--- config.mk ---
export PLATFORM = sky130hd
export DESIGN_NAME = serial_parity_frame_receiver
export DESIGN_NICKNAME = d
export VERILOG_FILES = /design/src/rtl/serial_parity_frame_receiver.sv
export SDC_FILE = /design/constraint.sdc
export NUM_CORES = 1
export LEC_CHECK = 0
export ABC_AREA = 1
export CORE_UTILIZATION = 60
export CTS_CLUSTER_DIAMETER = 100
export CTS_CLUSTER_SIZE = 8
export DETAILED_ROUTE_END_ITERATION = 7
export DONT_BUFFER_PORTS = 1
export MAX_ROUTING_LAYER = met4
export PLACE_DENSITY = 0.83
export SLEW_MARGIN = 20
export SYNTH_ARGS = -nofsm -noshare
export SYNTH_HDL_FRONTEND = slang
export SYNTH_SLANG_ARGS = --single-unit
--- constraint.sdc ---
create_clock -name Clock -period 3.1 [get_ports Clock]
set_input_delay 0.93 -clock Clock [delete_from_list [all_inputs] [get_ports Clock]]
set_output_delay 0.93 -clock Clock [all_outputs]
set_load 0.05 [all_outputs]
--- src/rtl/serial_parity_frame_receiver.sv ---
// Serial frame receiver: start(0), X, Y, Z, P, stop(1), sampled on Sample_en strobes.
// A good frame is held on X/Y/Z/P with Valid until Ack. Parity is left to the downstream checker.
module serial_parity_frame_receiver (
  input  logic Clock,
  input  logic Reset_b,
  input  logic Sample_en,
  input  logic Rx,
  input  logic Ack,
  output logic X,
  output logic Y,
  output logic Z,
  output logic P,
  output logic Valid,
  output logic Frame_err,
  output logic Overrun,
  output logic Busy
);

  // state | meaning
  // IDLE  | line idle, waiting for a sampled start bit (Rx=0)
  // DATA  | capturing X,Y,Z,P into the shift register, slot = cnt_q
  // STOP  | expecting stop bit; 1 delivers the frame, 0 flags Frame_err
  // HOLD  | frame presented with Valid=1 until Ack
  typedef enum logic [1:0] {
    IDLE = 2'd0,
    DATA = 2'd1,
    STOP = 2'd2,
    HOLD = 2'd3
  } state_t;

  state_t      state_q, state_d;
  logic [1:0]  cnt_q, cnt_d;
  logic [3:0]  shift_q, shift_d;   // bit 0 = X ... bit 3 = P
  logic [3:0]  data_q, data_d;     // delivered frame, same bit order
  logic        valid_q, valid_d;
  logic        ferr_q, ferr_d;
  logic        ovr_q, ovr_d;

  // State and datapath registers, cleared asynchronously.
  always_ff @(posedge Clock or negedge Reset_b) begin
    if (!Reset_b) begin
      state_q <= IDLE;
      cnt_q   <= 2'd0;
      shift_q <= 4'd0;
      data_q  <= 4'd0;
      valid_q <= 1'b0;
      ferr_q  <= 1'b0;
      ovr_q   <= 1'b0;
    end else begin
      state_q <= state_d;
      cnt_q   <= cnt_d;
      shift_q <= shift_d;
      data_q  <= data_d;
      valid_q <= valid_d;
      ferr_q  <= ferr_d;
      ovr_q   <= ovr_d;
    end
  end

  // Next-state and datapath updates; pulses default low so they last one cycle.
  always_comb begin
    state_d = state_q;
    cnt_d   = cnt_q;
    shift_d = shift_q;
    data_d  = data_q;
    valid_d = valid_q;
    ferr_d  = 1'b0;
    ovr_d   = 1'b0;
    case (state_q)
      IDLE: begin
        if (Sample_en && !Rx) begin
          state_d = DATA;
          cnt_d   = 2'd0;
        end
      end
      DATA: begin
        if (Sample_en) begin
          shift_d[cnt_q] = Rx;
          cnt_d          = cnt_q + 2'd1;
          if (cnt_q == 2'd3) begin
            state_d = STOP;
          end
        end
      end
      STOP: begin
        if (Sample_en) begin
          if (Rx) begin
            data_d  = shift_q;
            valid_d = 1'b1;
            state_d = HOLD;
          end else begin
            ferr_d  = 1'b1;
            state_d = IDLE;
          end
        end
      end
      HOLD: begin
        // A start bit here cannot be captured: the held frame has not been consumed.
        if (Sample_en && !Rx) begin
          ovr_d = 1'b1;
        end
        // Ack exits regardless of Sample_en; the colliding start bit is dropped.
        if (Ack) begin
          valid_d = 1'b0;
          state_d = IDLE;
        end
      end
      default: begin
        state_d = IDLE;
      end
    endcase
  end

  assign X         = data_q[0];
  assign Y         = data_q[1];
  assign Z         = data_q[2];
  assign P         = data_q[3];
  assign Valid     = valid_q;
  assign Frame_err = ferr_q;
  assign Overrun   = ovr_q;
  assign Busy      = (state_q == DATA) || (state_q == STOP);

endmodule

Yosys cells after proc, flatten, opt, wreduce, memory -nomap -nowiden --
Cells that the tools add are included.
Storage, ports and cells: output and inout port bits 8, word-level logic and storage cells 54, bits of input ports 5, register bits 15
Cells by class: $add $sub $neg 1, $lt $le $gt $ge 2, reduce and logical (&&, ||, !) cells 12, multiplexer cells 22, eq/ne operators 10
Operators with widths (number):
- two-way mux 2 bit | 8
- inequality test 2 bit, second input constant | 6
- two-way mux 1 bit | 9
- one-hot mux 2 bit (4 select lines) | 1
- equality test 2 bit, second input constant | 3
- AND reduction 3 bit | 2
- AND reduction 5 bit | 1
- bitwise mux 4 bit | 1
- one-hot mux 2 bit (2 select lines) | 1
- AND reduction 4 bit | 1
- nonzero test 2 bit | 2
- < comparator 2 x 3 -> 1 bit, second input constant | 1
- adder 2 x 1 -> 2 bit, second input constant | 1
- demux 1 bit (select 2 bit) | 1
- equality test 2 x 1 -> 1 bit, second input constant | 1
- greater-or-equal comparator 2 x 1 -> 1 bit, second input constant | 1
- logical AND 1 bit | 2
- logical NOT 2 bit | 1
- one-hot mux 1 bit (2 select lines) | 1
- AND reduction 2 bit | 1
- logical NOT 1 bit | 1
- logical OR 1 bit | 1

Logic depth before layout (Yosys ltp) --
word-level depth 5, gate-level depth with buffers 8

Worst setup path before layout --
OpenSTA, ideal clock, no wires.
path kind register to output, from register state_q[0], to output port Busy, path buffers 0, required time 2170 ps, arrival 1014 ps, path slack 1156 ps, stages on the path, launching flop included 3, cells stage by stage dfrtp_1 -> inv_1 -> ha_1
On the way: word-level cells in the longest chain between the ends 2
Ends and longest elaborated chain:
- start: declaration | RTL line 31 | state_t state_q, state_d;
- start signal: assignment | RTL line 50 | state_q <= state_d;
- equality test 2 x 1 -> 1 bit or equality test 2 bit (tied branches) | RTL line 121 | assign Busy = (state_q == DATA) || (state_q == STOP);
- logical OR 1 bit (*) | RTL line 121
- end: declaration | RTL line 16 | output logic Busy
Every way passes the cells marked *; elsewhere a longest branch is shown, timed or not.

Worst setup path after layout --
Same ends and word-level chain as after synthesis.

==> impl_metrics.tcl <==
set metrics [dict create \
    post_drt_wl_per_cell_um 12.4 \
    num-nets-final 117 \
    drv_slew 0 \
    grt_pass1_wl_mm 2.35 \
    setup_viol 0 \
    grt_max_degree 16 \
    antenna_left 0 \
    clk_latency_ps 290 \
    die_w_um 38.9 \
    core-area_mm2 0.00119 \
    syn_to_final_growth_pct 5.37 \
    yosysWarnings 0 \
    crit_type "flop to primary output" \
    synth_area_leaders "dfrtp_1 (46%), nand2_1 (16%), ha_1 (14%)" \
    fillers 92 \
    ys_seq_elements 15 \
    cts_tree "built" \
    numPortBuffers 0 \
    clockBufferDepth 2 \
    antenna_found_initial 0 \
    wl_mm 1.44 \
    async_flop_share_pct 100 \
    clk_pin_slew_ps 100 \
    setup_tns_ps 0 \
    fmax_mhz 433 \
    gp_congestion 0.790 \
    hpwl_mm 1.10 \
    yosys-top-cells-count "nand2_1 (35), dfrtp_1 (15), inv_1 (11)" \
    initial_core_util_pct 68.8 \
    crit_buf_inv 1 \
    postSynthCellCount 98 \
    drive_gt1_share_pct 13.7 \
    ys.flop_type "dfrtp_1" \
    grt_usage_pct 24.8 \
    post-route-drc-count 0 \
    whs_ps 317 \
    drt_iter0_drc 19 \
    diodes 0 \
    synth_edf_count 0 \
    first_pass_iters 4 \
    slowest_stage "ha_1" \
    stdcell_count 116 \
    rsz0062_at_grt "no" \
    path_cells "inv_1 -> ha_1" \
    gr-total-overflow 0 \
    multiInputGateArea_um2 383 \
    clkSinkCount 15 \
    min_path_type "input port to asynchronous set/reset pin" \
    cp-end-kind "primary output" \
    fp.dieH_um 38.9 \
    drt-vias-per-instance 5.29 \
    tightest_slew_ps 476 \
    placed_cells 112 \
    cp_top_family "adder cells" \
    cts_buffers 3 \
    reg2reg_slack_ps 1600 \
    p_leak_nw 0.466 \
    fin_crit_ps 2310 \
    max-cap-violations 0 \
    yosysSeqAreaShare_pct 46.0 \
    ys_types 17 \
    ios 13 \
    ir_worst_vdd_v 0.000577 \
    clock-root-buffer "clkbuf_4" \
    finalCritPeriodShare_pct 74.5 \
    rows 12 \
    status "completed" \
    h-tree-depth 1 \
    ctsResizeCount 0 \
    synth_top_area_share_pct 46.0 \
    slew_headroom_pct 68.3 \
    holdBufCountCts 0 \
    arrival_ps 1380 \
    cp.required_ps 2170 \
    syn_avg_cell_area_um2 8.32 \
    regArea_um2 375 \
    p_per_area_mw_per_mm2 1010 \
    synth_largest_area_cell "dfrtp_1" \
    dieArea_mm2 0.00151 \
    crit_path_max_fanout 5 \
    first_global_vias 580 \
    vias 614 \
    slowest_delay_ps 570 \
    start_kind "flop" \
    clock_skew_ps 8.65 \
    syn_nets 112 \
    hold_viol_final 0 \
    post-cts-setup-buffer-count 0 \
    syn_area_um2 816 \
    synthMostInstantiatedCell "nand2_1" \
]
==> power breakdown <==
| group | internal [W] | total (W) | switching (W) |
|---|---|---|---|
| Sequential | 0.000265 | 0.000407 | 0.000142 |
| Combinational | 0.000121 | 0.000344 | 0.000223 |
| Clock | 0.0000501 | 0.000116 | 0.0000660 |
==> state kept, by name (all words and copies together) (netlist names) <==
| signal | cells |
|---|---|
| Frame_err | 1 |
| Overrun | 1 |
| Valid | 1 |
| cnt_q | 2 |
| data_q | 4 |
| shift_q | 4 |
| state_q | 2 |
==> cell type report <==
class | instances | share of cell area, %
Clock buffer | 4 | 3.06
Inverter | 15 | 6.70
Multi-Input combinational cell | 68 | 44.5
Sequential cell | 15 | 43.7
Tap cell | 14 | 2.04
==> final timing paths <==
check,startpoint,to,cells past startpoint
setup reg to reg,state_q[0],state_q[0],7
max in group asynchronous,Reset_b,state_q[0],0
setup / recovery,state_q[0],Busy,2
min in group Clock,shift_q[0],data_q[0],2
hold reg to reg,shift_q[0],data_q[0],2
hold / removal,Reset_b,data_q[0],0
==> per-stage QoR <==
stage | util (%) | instance area (µm²) | setup WS, ps | power (W)
after floorplan | - | 816 | 1160 | 0.000686
after global placement | 70.3 | 833 | 1140 | 0.000731
after detailed placement | 70.3 | 833 | 1110 | 0.000755
after CTS | 72.5 | 860 | 787 | 0.000866
after global routing | 72.5 | 860 | 742 | 0.000931
final | 72.5 | 860 | 791 | 0.000867
==> worst register-to-register path: stages (launching register included) <==
cell and delay, ps:
dfrtp_1 430, inv_1 100, ha_1 270, nand2_2 130
inv_1 40, or2_2 270, nand3_1 80, nand2_1 70
==> metal layers <==
metal / global-route usage (%) / part of all wire (%) / vias to the layer above / routed length [µm]
met3: 7.51 / 5.5 / 4 / 80
met4: 15.5 / 1.3 / 0 / 19
met5: - / 0 / - / 0
met1: 27.1 / 42 / 283 / 612
li1: - / - / 307 / -
met2: 39.2 / 51 / 20 / 731
==> cells by family after synthesis <==
logic type / Yosys count / share of synthesized area (%)
buf+inv: 15 / 7.05
flops: 15 / 46.0
fa+ha+maj: 9 / 13.8
simple gates: 45 / 23.6
compound gates: 14 / 9.51
==> layout by cell type (no fill, tap or decap), types with 2 or more instances in the layout <==
cell type,n
inv_2,3
nor2_1,3
nand2_1,35
clkbuf_4,3
ha_1,9
o21ai_0,2
nand2_2,2
nand3_1,2
o21ai_1,6
a21oi_1,4
dfrtp_1,15
inv_1,11
Power figures use the tool's default switching activity.
